**config.mk**
```make
export PLATFORM = sky130hd
export DESIGN_NAME = mdio_master
export DESIGN_NICKNAME = d
export VERILOG_FILES = /design/src/rtl/mdio_master.sv
export SDC_FILE = /design/constraint.sdc
export NUM_CORES = 1
export LEC_CHECK = 0
export CORE_MARGIN = 2
export CORE_UTILIZATION = 56
export DETAILED_ROUTE_END_ITERATION = 10
export PLACE_DENSITY = 0.8
export SLEW_MARGIN = 20
export SYNTH_ARGS = -nofsm -noshare
export SYNTH_HDL_FRONTEND = slang
export SYNTH_SLANG_ARGS = --single-unit
```
**constraint.sdc**
```tcl
create_clock -name clk -period 3.5 [get_ports clk]
set_clock_uncertainty 0.05 [all_clocks]
set_input_delay 0.525 -clock clk [delete_from_list [all_inputs] [get_ports clk]]
set_output_delay 0.525 -clock clk [all_outputs]
set_load 0.02 [all_outputs]
```
**src/rtl/mdio_master.sv**
```systemverilog
// MDIO (IEEE 802.3 Clause 22/45) management master.
// Define MDIO_CL45_EN to let cl45 select the Clause 45 start code.
module mdio_master #(
  parameter int CLK_DIV = 4,
  parameter int PRE_LEN = 32
) (
  input  logic        clk,
  input  logic        rst,
  output logic        mdc,
  input  logic        mdio_i,
  output logic        mdio_o,
  output logic        mdio_oe,
  input  logic        cl45,
  input  logic [4:0]  phy_addr,
  input  logic [4:0]  reg_addr,
  input  logic [15:0] wdata,
  input  logic [1:0]  op,
  input  logic        start,
  output logic        ready,
  output logic [15:0] rdata,
  output logic        error
);

  typedef enum logic [2:0] {
    IDLE,
    PRE,
    HDR,
    TA,
    DATA
  } state_t;

  localparam logic [7:0] DIV_LAST = 8'(CLK_DIV - 1);
  localparam logic [5:0] PRE_LAST = 6'(PRE_LEN - 1);

  state_t      state_q, state_d;
  logic [7:0]  div_q, div_d;
  logic [5:0]  bit_q, bit_d;
  logic        mdc_q, mdc_d;
  logic        mdo_q, mdo_d;
  logic        oe_q, oe_d;
  logic        rd_q, rd_d;
  logic        fin_q, fin_d;
  logic [31:0] sh_q, sh_d;
  logic [15:0] rsh_q, rsh_d;
  logic        ta_err_q, ta_err_d;
  logic [15:0] rdata_q, rdata_d;
  logic        err_q, err_d;
  logic        ready_q, ready_d;

  logic        busy;
  logic        tick;
  logic        rise;
  logic        fall;
  logic        pop;
  logic [1:0]  st;
  logic [31:0] frame;

`ifdef MDIO_CL45_EN
  assign st = cl45 ? 2'b00 : 2'b01;
`else
  logic unused_cl45;
  assign unused_cl45 = cl45;
  assign st = 2'b01;
`endif

  // Reads keep the line released from TA onward, so their tail bits are
  // don't-care ones.
  assign frame = {st, op, phy_addr, reg_addr,
                  op[1] ? 2'b11 : 2'b10,
                  op[1] ? 16'hffff : wdata};

  assign busy = (state_q != IDLE) && !fin_q;
  assign tick = busy && (div_q == DIV_LAST);
  assign rise = tick && !mdc_q;
  assign fall = tick && mdc_q;

  always_comb begin
    state_d  = state_q;
    div_d    = div_q;
    bit_d    = bit_q;
    mdc_d    = mdc_q;
    mdo_d    = mdo_q;
    oe_d     = oe_q;
    rd_d     = rd_q;
    fin_d    = fin_q;
    sh_d     = sh_q;
    rsh_d    = rsh_q;
    ta_err_d = ta_err_q;
    rdata_d  = rdata_q;
    err_d    = err_q;
    ready_d  = ready_q;
    pop      = 1'b0;

    if (state_q == IDLE) begin
      div_d = '0;
      bit_d = '0;
      mdc_d = 1'b0;
      mdo_d = 1'b1;
      oe_d  = 1'b0;
      fin_d = 1'b0;
      if (start) begin
        rd_d     = op[1];
        oe_d     = 1'b1;
        ready_d  = 1'b0;
        ta_err_d = 1'b0;
        rsh_d    = '0;
        if (PRE_LEN > 0) begin
          state_d = PRE;
          sh_d    = frame;
        end else begin
          state_d = HDR;
          mdo_d   = frame[31];
          sh_d    = {frame[30:0], 1'b0};
        end
      end
    end else if (fin_q) begin
      state_d = IDLE;
      fin_d   = 1'b0;
      div_d   = '0;
      ready_d = 1'b1;
      if (rd_q) begin
        rdata_d = rsh_q;
        err_d   = ta_err_q;
      end else begin
        err_d = 1'b0;
      end
    end else begin
      div_d = tick ? 8'd0 : div_q + 8'd1;
      if (tick) mdc_d = !mdc_q;
      if (rise) begin
        if (state_q == TA && bit_q == 6'd1) ta_err_d = mdio_i;
        if (state_q == DATA) rsh_d = {rsh_q[14:0], mdio_i};
      end
      if (fall) begin
        bit_d = bit_q + 6'd1;
        pop   = 1'b1;
        unique case (state_q)
          PRE: begin
            if (bit_q == PRE_LAST) begin
              state_d = HDR;
              bit_d   = '0;
            end else begin
              pop = 1'b0;
            end
          end
          HDR: begin
            if (bit_q == 6'd13) begin
              state_d = TA;
              bit_d   = '0;
              if (rd_q) oe_d = 1'b0;
            end
          end
          TA: begin
            if (bit_q == 6'd1) begin
              state_d = DATA;
              bit_d   = '0;
            end
          end
          DATA: begin
            if (bit_q == 6'd15) begin
              fin_d = 1'b1;
              bit_d = '0;
              pop   = 1'b0;
              mdo_d = 1'b1;
              oe_d  = 1'b0;
            end
          end
          default: ;
        endcase
        if (pop) begin
          mdo_d = sh_q[31];
          sh_d  = {sh_q[30:0], 1'b0};
        end
      end
    end
  end

  always_ff @(posedge clk or posedge rst) begin
    if (rst) begin
      state_q  <= IDLE;
      div_q    <= '0;
      bit_q    <= '0;
      mdc_q    <= 1'b0;
      mdo_q    <= 1'b1;
      oe_q     <= 1'b0;
      rd_q     <= 1'b0;
      fin_q    <= 1'b0;
      sh_q     <= '0;
      rsh_q    <= '0;
      ta_err_q <= 1'b0;
      rdata_q  <= '0;
      err_q    <= 1'b0;
      ready_q  <= 1'b1;
    end else begin
      state_q  <= state_d;
      div_q    <= div_d;
      bit_q    <= bit_d;
      mdc_q    <= mdc_d;
      mdo_q    <= mdo_d;
      oe_q     <= oe_d;
      rd_q     <= rd_d;
      fin_q    <= fin_d;
      sh_q     <= sh_d;
      rsh_q    <= rsh_d;
      ta_err_q <= ta_err_d;
      rdata_q  <= rdata_d;
      err_q    <= err_d;
      ready_q  <= ready_d;
    end
  end

  assign mdc     = mdc_q;
  assign mdio_o  = mdo_q;
  assign mdio_oe = oe_q;
  assign ready   = ready_q;
  assign rdata   = rdata_q;
  assign error   = err_q;

endmodule

```
==> impl_metrics.tcl, run 1 <==
set metrics [dict create \
    outcome "finished, final reports clean" \
    hp-class "reg2reg" \
    initialDrtViolationCount 198 \
    num_vias 3267 \
    cts_root_buf "clkbuf_8" \
    p_int_uw 2040 \
    required_ps 3690 \
    rows 32 \
    drtAntennaViolNets 0 \
    clk_pin_slew_ps 80 \
    grt_max_degree 47 \
    die_y_um 92.4 \
    syn_area_per_cell_um2 9.76 \
    synthesis.nets 484 \
    firstDrtPassIters 4 \
    rsz0062_at_grt "no" \
    ys_seq_area_frac 0.510 \
    port-buffer-count 52 \
    clock-sinks 89 \
    via_per_inst 5.44 \
    ys_types 52 \
    h-tree-depth 3 \
    timing.fmax_mhz 367 \
    cts_inserted_buffers 9 \
    diodes 0 \
    grt_use_total 0.206 \
    pwr_density_cell_nw_per_um2 580 \
    drive_gt1_frac 0.136 \
    die_w_um 92.4 \
    grt-ovfl-total 0 \
    grt_first_pass_wirelength_mm 14.2 \
    dominantRegCellSynth "dfrtp_1" \
    clockBufferDepth 2 \
    cap_violations 0 \
    finalSetupViolCount 0 \
    tightest_slew_ps 755 \
    ys_seq_elements 89 \
    yosys_warnings 0 \
    cts.hold.buffers_added 0 \
    p_leak_uw 0.00223 \
    crit_path_start_kind "register" \
    ctsResizeCount 0 \
    fin_crit_ps 2730 \
    synth_edf_count 0 \
    core-area_um2 7650 \
    wl_per_cell_um 13.6 \
    dp_hpwl_mm 5.77 \
    crit_fanout 19 \
    p_comb_frac 0.273 \
    max-slew-margin-rel 0.496 \
    pin_count 54 \
    start_util 0.572 \
    gp_congestion 0.855 \
    peakVddDrop_mv 0.365 \
    p_sw_uw 955 \
    tritoncts "done" \
    netSwitchingFraction 0.319 \
    crit_arrival_ps 2910 \
    clkLatencyLatePin_ps 360 \
    tns_ps 0 \
    final_common_cell "dfrtp_1" \
    async_reset_ff_frac 1.00 \
    hold_viol_final 0 \
    nets 530 \
    maxSlewViolCount 0 \
    final_cell_mix "dfrtp_1 (87), nand2_1 (79), clkdlybuf4s50_1 (52), nor2_1 (41), o21ai_0 (26)" \
    syn_inst 448 \
    drt_wl_total_mm 8.19 \
    fin_cells 601 \
    grt_pass1_vias 3160 \
    pwr-share-seq 0.517 \
    min_period_over_period 0.779 \
    crit_type "reg2reg" \
    die_area_um2 8530 \
    synth.cell_area_um2 4370 \
    power_frac_clock 0.210 \
    remaining_drc_errors 0 \
    dp_cells 585 \
    post_cts_buffers 0 \
    crit_path_end_kind "register" \
    syn2layout_area_growth_pct 18.0 \
    antenna_found_initial 0 \
]
## state kept, by name (all words and copies together), names as in the netlist
register	count
fin_q	1
mdio_o	1
sh_q	32
rdata	16
mdc	1
rd_q	1
bit_q	6
ta_err_q	1
ready	1
state_q	3
div_q	8
error	1
rsh_q	16
mdio_oe	1
## synthesized netlist by cell type (4+ instances only)
master | n | area, um2
mux2_2 | 22 | 248
o21ai_0 | 26 | 130
inv_1 | 25 | 93.8
dfrtp_1 | 87 | 2180
nand3_1 | 13 | 65.1
clkbuf_1 | 15 | 56.3
or3_1 | 5 | 31.3
mux2i_1 | 21 | 210
nor3_1 | 22 | 110
buf_1 | 4 | 15.0
nand2_1 | 79 | 297
xor2_1 | 5 | 43.8
buf_2 | 5 | 25.0
a21oi_1 | 13 | 65.1
nor4_1 | 4 | 25.0
mux2_4 | 7 | 105
nor2_1 | 41 | 154
## cells by family (layout without fill, tap and decap cells)
logic type               after synthesis  after routing  synth area share
AND/OR/NAND/NOR                      187            187             0.202
multiplexers                          50             50             0.129
buffers and inverters                 53            104            0.0521
adder cells (fa/ha/maj)                3              3           0.00858
flip-flops                            89             89             0.510
AO/OA/AOI/OAI                         59             59            0.0852
XOR/XNOR                               7              7            0.0140
## area by class of cell
cell class,count,area [um2]
clock buffers,10,128
inverters,25,95.1
flip-flops and latches,89,2230
clock inverters,6,42.5
well taps,102,128
fillers,614,2480
repair buffers,63,616
multi-input cells,306,1920
## final timing paths
check                           startpoint       end  slack, ps  depth (start not counted)
worst max-delay path              bit_q[0]   sh_q[1]        770                          7
worst min-delay path              sh_q[31]    mdio_o        430                          2
worst max register to register    bit_q[0]   sh_q[1]        770                          7
worst min register to register    sh_q[31]    mdio_o        430                          2
max in group asynchronous              rst     ready       2090                          3
min in group asynchronous              rst  rsh_q[4]        540                          2
## critical path, stage by stage (launching register included)
cell and delay, ps:
dfrtp_1 430, ha_1 230, nand3_1 150, o31ai_2 390, a221oi_4 170, a21oi_4 560
buf_4 320, mux2_4 310
## per-layer routing
metal	track usage	up-vias	part of all wire
li1	-	1600	-
met1	0.257	1600	0.44
met2	0.362	60	0.52
met3	0.0350	7	0.031
met4	0.0734	0	0.010
met5	0	-	0
## power by group through the flow
stage / logic, uW / clock network, uW / registers [uW]
6_report: 819 / 629 / 1550
5_1_grt: 923 / 676 / 1590
3_3_place_gp: 791 / 0 / 1550
4_1_cts: 833 / 645 / 1550
3_5_place_dp: 832 / 0 / 1570
2_1_floorplan: 626 / 0 / 1530
## metrics by stage
step / setup WS [ps] / power (uW) / area (um2) / hold slack (ps) / utilization
detailed placement: 761 / 2400 / 4990 / 426 / 0.653
CTS: 737 / 3030 / 5160 / 437 / 0.675
finish: 773 / 3000 / 5160 / 434 / 0.675
floorplan: 621 / 2150 / 4370 / 397 / -
global route: 579 / 3190 / 5160 / 473 / 0.675
global placement: 839 / 2340 / 4990 / 411 / 0.653
No activity file was read; power rests on OpenSTA's default activity.
==> inputs of run 2 (changes only) <==
==> constraint.sdc (replaced) <==
create_clock -name clk -period 2.6 [get_ports clk]
set_clock_uncertainty 0.05 [all_clocks]
set_input_delay 0.39 -clock clk [delete_from_list [all_inputs] [get_ports clk]]
set_output_delay 0.39 -clock clk [all_outputs]
set_load 0.02 [all_outputs]
==> impl_metrics.tcl, run 2 (synthesized netlist as in run 1, its figures left out) <==
set metrics [dict create \
    nets 534 \
    required_ps 2790 \
    drive_gt1_frac 0.145 \
    max-slew-margin-rel 0.548 \
    power_frac_clock 0.231 \
    firstDrtPassIters 4 \
    dp_cells 589 \
    die_y_um 92.4 \
    crit_chain "ha_1 -> nand3_1 -> o31ai_2 -> a221oi_4 -> a21oi_4 -> buf_12 -> mux2_2" \
    ctsResizeCount 0 \
    crit_family "compound AO/OA/AOI/OAI gates" \
    remaining_drc_errors 0 \
    clock-sinks 89 \
    maxSlewViolCount 0 \
    stdcell_area_um2 5240 \
    tightest_slew_ps 676 \
    initialDrtViolationCount 281 \
    drtAntennaViolNets 0 \
    via_per_inst 5.40 \
    die_area_um2 8530 \
    cap_violations 0 \
    p_comb_frac 0.268 \
    p_int_uw 2850 \
    finalSetupViolCount 0 \
    outcome "finished, final reports clean" \
    tns_ps 0 \
    start_util 0.572 \
    cts_root_buf "clkbuf_8" \
    core-area_um2 7650 \
    clkLatencyLatePin_ps 360 \
    antenna_found_initial 0 \
    crit_path_end_kind "register" \
    grt_max_degree 90 \
    cts.hold.buffers_added 0 \
    pwr_density_cell_nw_per_um2 792 \
    wl_per_cell_um 13.7 \
    p_sw_uw 1300 \
    h-tree-depth 3 \
    clk_pin_slew_ps 90 \
    crit_arrival_ps 2460 \
    diodes 0 \
    clockBufferDepth 2 \
    drt_wl_total_mm 8.31 \
    power.total_uw 4150 \
    die_w_um 92.4 \
    worst_path_largest_cell_delay_ps 450 \
    rsz0062_at_grt "no" \
    grt-ovfl-total 0 \
    grt_first_pass_wirelength_mm 14.5 \
    largest_reg_flops 32 \
    pin_count 54 \
    gp_congestion 0.842 \
    cp_num_buf_inv 1 \
    timing.fmax_mhz 441 \
    grt_pass1_vias 3269 \
    rows 32 \
    fin_util 0.685 \
    tritoncts "done" \
    p_leak_uw 0.00227 \
    netSwitchingFraction 0.313 \
    min_period_over_period 0.872 \
    largest_register "sh_q" \
    pwr-share-seq 0.501 \
    grt_use_total 0.208 \
    hp-class "reg2reg" \
    port-buffer-count 52 \
    placed_area_um2 5040 \
    critPathSlowestCell "dfrtp_1" \
    syn2layout_area_growth_pct 19.8 \
    dp_hpwl_mm 5.74 \
    fin_cells 605 \
    post_cts_buffers 0 \
    crit_fanout 29 \
    final_common_cell "dfrtp_1" \
    hold_viol_final 0 \
    final_cell_mix "dfrtp_1 (87), nand2_1 (79), clkdlybuf4s50_1 (52), nor2_1 (41), o21ai_0 (26)" \
    num_vias 3266 \
    fin_crit_ps 2270 \
    crit_type "reg2reg" \
    cts_inserted_buffers 9 \
    peakVddDrop_mv 0.509 \
    crit_path_start_kind "register" \
]
[run 2: changes by cell type in the layout (fill, tap and decap cells not counted), moves of 2 or more]
cell	previous run	this run
buf_4	10	13
clkinv_4	0	3
clkinv_2	3	1
inv_6	2	0
[run 2: power by group through the flow]
stage	clock network (uW)	logic (uW)	registers, uW
finish	959	1110	2080
global route	1030	1270	2140
CTS	981	1130	2080
detailed placement	0	1120	2110
global placement	0	1070	2080
floorplan	0	843	2060
[run 2: worst register-to-register path: cells and delay by family (launching register included)]
family | cells | cell delay, ps
AO/OA/AOI/OAI | 3 | 690
flip-flops | 1 | 450
multiplexers | 1 | 360
adder cells (fa/ha/maj) | 1 | 230
buffers and inverters | 1 | 220
AND/OR/NAND/NOR | 1 | 150
[run 2: final timing paths]
check	startpoint	end	slack, ps	cells past startpoint
hold / removal	rdata[10]	rdata[10]	430	2
hold reg to reg	rdata[10]	rdata[10]	430	2
setup / recovery	bit_q[0]	sh_q[15]	330	7
max in group asynchronous	rst	ready	1660	3
setup reg to reg	bit_q[0]	sh_q[15]	330	7
min in group asynchronous	rst	state_q[1]	440	3
[run 2: cell type report]
type	instances	area, um2
Fill cell	616	2410
Inverter	25	97.6
Clock buffer	9	124
Sequential cell	89	2230
Clock inverter	7	80.1
Timing Repair Buffer	67	658
Tap cell	102	128
Multi-Input combinational cell	306	1920
[run 2: layer usage]
metal,part of all wire,GRT usage,vias to the layer above
met2,0.50,0.356,81
met1,0.45,0.271,1564
met3,0.039,0.0260,11
li1,-,-,1610
met4,0.013,0.0821,0
met5,0,0,-
[run 2: through the flow]
step	hold WS, ps	worst slack [ps]
2_1_floorplan	391	495
3_3_place_gp	411	389
3_5_place_dp	419	305
4_1_cts	440	329
5_1_grt	454	169
6_report	431	332
==> inputs of run 3 (changes only) <==
--- a/config.mk
+++ b/config.mk
@@ -8,7 +8,7 @@
 export CORE_MARGIN = 2
 export CORE_UTILIZATION = 56
 export DETAILED_ROUTE_END_ITERATION = 10
-export PLACE_DENSITY = 0.8
+export PLACE_DENSITY = 0.85
 export SLEW_MARGIN = 20
 export SYNTH_ARGS = -nofsm -noshare
 export SYNTH_HDL_FRONTEND = slang
==> impl_metrics.tcl, run 3 (synthesized netlist as in run 1, its figures left out) <==
set metrics [dict create \
    via_per_inst 5.42 \
    die_area_um2 8530 \
    max-slew-margin-rel 0.568 \
    timing.fmax_mhz 449 \
    dp_hpwl_mm 5.77 \
    gp_congestion 0.854 \
    grt_first_pass_wirelength_mm 14.6 \
    critPathSlowestCell "dfrtp_1" \
    h-tree-depth 3 \
    core-area_um2 7650 \
    rr_startpoint "bit_q[0]" \
    pin_count 54 \
    pwr_density_cell_nw_per_um2 804 \
    grt_pass1_vias 3299 \
    crit_path_end_kind "register" \
    p_leak_uw 0.00226 \
    reg2reg_to "sh_q[12]" \
    tritoncts "done" \
    post_cts_buffers 0 \
    remaining_drc_errors 0 \
    diodes 0 \
    worst_path_largest_cell_delay_ps 430 \
    rrSetupSlack_ps 370 \
    die_w_um 92.4 \
    cap_violations 0 \
    worstHoldPathCells 1 \
    hp-start "div_q[0]" \
    antenna_found_initial 0 \
    syn2layout_area_growth_pct 20.0 \
    final_cell_mix "dfrtp_1 (87), nand2_1 (79), clkdlybuf4s50_1 (52), nor2_1 (41), o21ai_0 (26)" \
    drive_gt1_frac 0.141 \
    stdcell_area_um2 5250 \
    num_vias 3273 \
    largest_register "sh_q" \
    crit_fanout 29 \
    clk_pin_slew_ps 80 \
    cts.hold.buffers_added 0 \
    grt_max_degree 90 \
    port-buffer-count 52 \
    cp_num_buf_inv 1 \
    peakVddDrop_mv 0.571 \
    crit_chain "ha_1 -> nand3_1 -> o31ai_2 -> a221oi_4 -> a21oi_4 -> buf_12 -> mux2_2" \
    maxSlewViolCount 0 \
    drtAntennaViolNets 0 \
    initialDrtViolationCount 194 \
    rsz0062_at_grt "no" \
    start_util 0.572 \
    wl_per_cell_um 13.7 \
    required_ps 2780 \
    grt-ovfl-total 0 \
    nets 533 \
    cts_root_buf "clkbuf_8" \
    cts_inserted_buffers 9 \
    die_y_um 92.4 \
    fin_crit_ps 2230 \
    tns_ps 0 \
    hp-class "reg2reg" \
    placed_area_um2 5030 \
    worstHoldEndpoint "div_q[0]" \
    outcome "finished, final reports clean" \
    finalSetupViolCount 0 \
    rows 32 \
    crit_type "reg2reg" \
    min_period_over_period 0.856 \
    hold_viol_final 0 \
    ctsResizeCount 0 \
    final_common_cell "dfrtp_1" \
    firstDrtPassIters 4 \
    crit_path_start_kind "register" \
    tightest_slew_ps 645 \
    clkLatencyLatePin_ps 350 \
    rr_worst_depth 7 \
    crit_family "compound AO/OA/AOI/OAI gates" \
    power.total_uw 4220 \
    clock-sinks 89 \
    clockBufferDepth 2 \
    drt_wl_total_mm 8.28 \
    grt_use_total 0.213 \
    crit_arrival_ps 2410 \
    largest_reg_flops 32 \
]
[run 3: cell type report]
| type | count | area (um2) |
|---|---|---|
| clock inverters | 6 | 91.3 |
| clock buffers | 10 | 128 |
| repair buffers | 66 | 651 |
| multi-input cells | 306 | 1920 |
| fillers | 578 | 2400 |
| inverters | 25 | 97.6 |
| flip-flops and latches | 89 | 2230 |
| well taps | 102 | 128 |
[run 3: metal layers]
layer,part of all wire,track usage
met5,0,0
met3,0.036,0.0399
met4,0.013,0.0609
met2,0.50,0.381
met1,0.45,0.265
[run 3: power breakdown]
part | switching, uW | leakage, uW | internal (uW)
registers | 264 | 0.00112 | 1810
clock network | 482 | 0.0000991 | 545
logic | 528 | 0.00104 | 586
[run 3: metrics by stage]
| step | setup slack, ps | hold WS, ps | utilization | std cells |
|---|---|---|---|---|
| 2_1_floorplan | 495 | 391 | - | 448 |
| 3_3_place_gp | 417 | 411 | 0.658 | 588 |
| 3_5_place_dp | 371 | 421 | 0.658 | 588 |
| 4_1_cts | 359 | 433 | 0.686 | 604 |
| 5_1_grt | 177 | 454 | 0.686 | 604 |
| 6_report | 374 | 428 | 0.686 | 604 |
[run 3: how the worst max path moves through the flow]
stage | depth (start not counted) | start | to | slack (ps)
after floorplan | 8 | bit_q[0] | sh_q[1] | 500
after global routing | 7 | bit_q[0] | sh_q[10] | 180
after detailed placement | 7 | bit_q[0] | sh_q[23] | 370
after global placement | 7 | bit_q[0] | sh_q[26] | 420
after CTS | 7 | bit_q[0] | sh_q[23] | 360
final | 7 | bit_q[0] | sh_q[12] | 370
[run 3: worst register-to-register path, cell delays in order, from the launching register on]
cell and delay [ps]:
dfrtp_1 430, ha_1 230, nand3_1 150, o31ai_2 390, a221oi_4 130, a21oi_4 160
buf_12 220, mux2_2 370
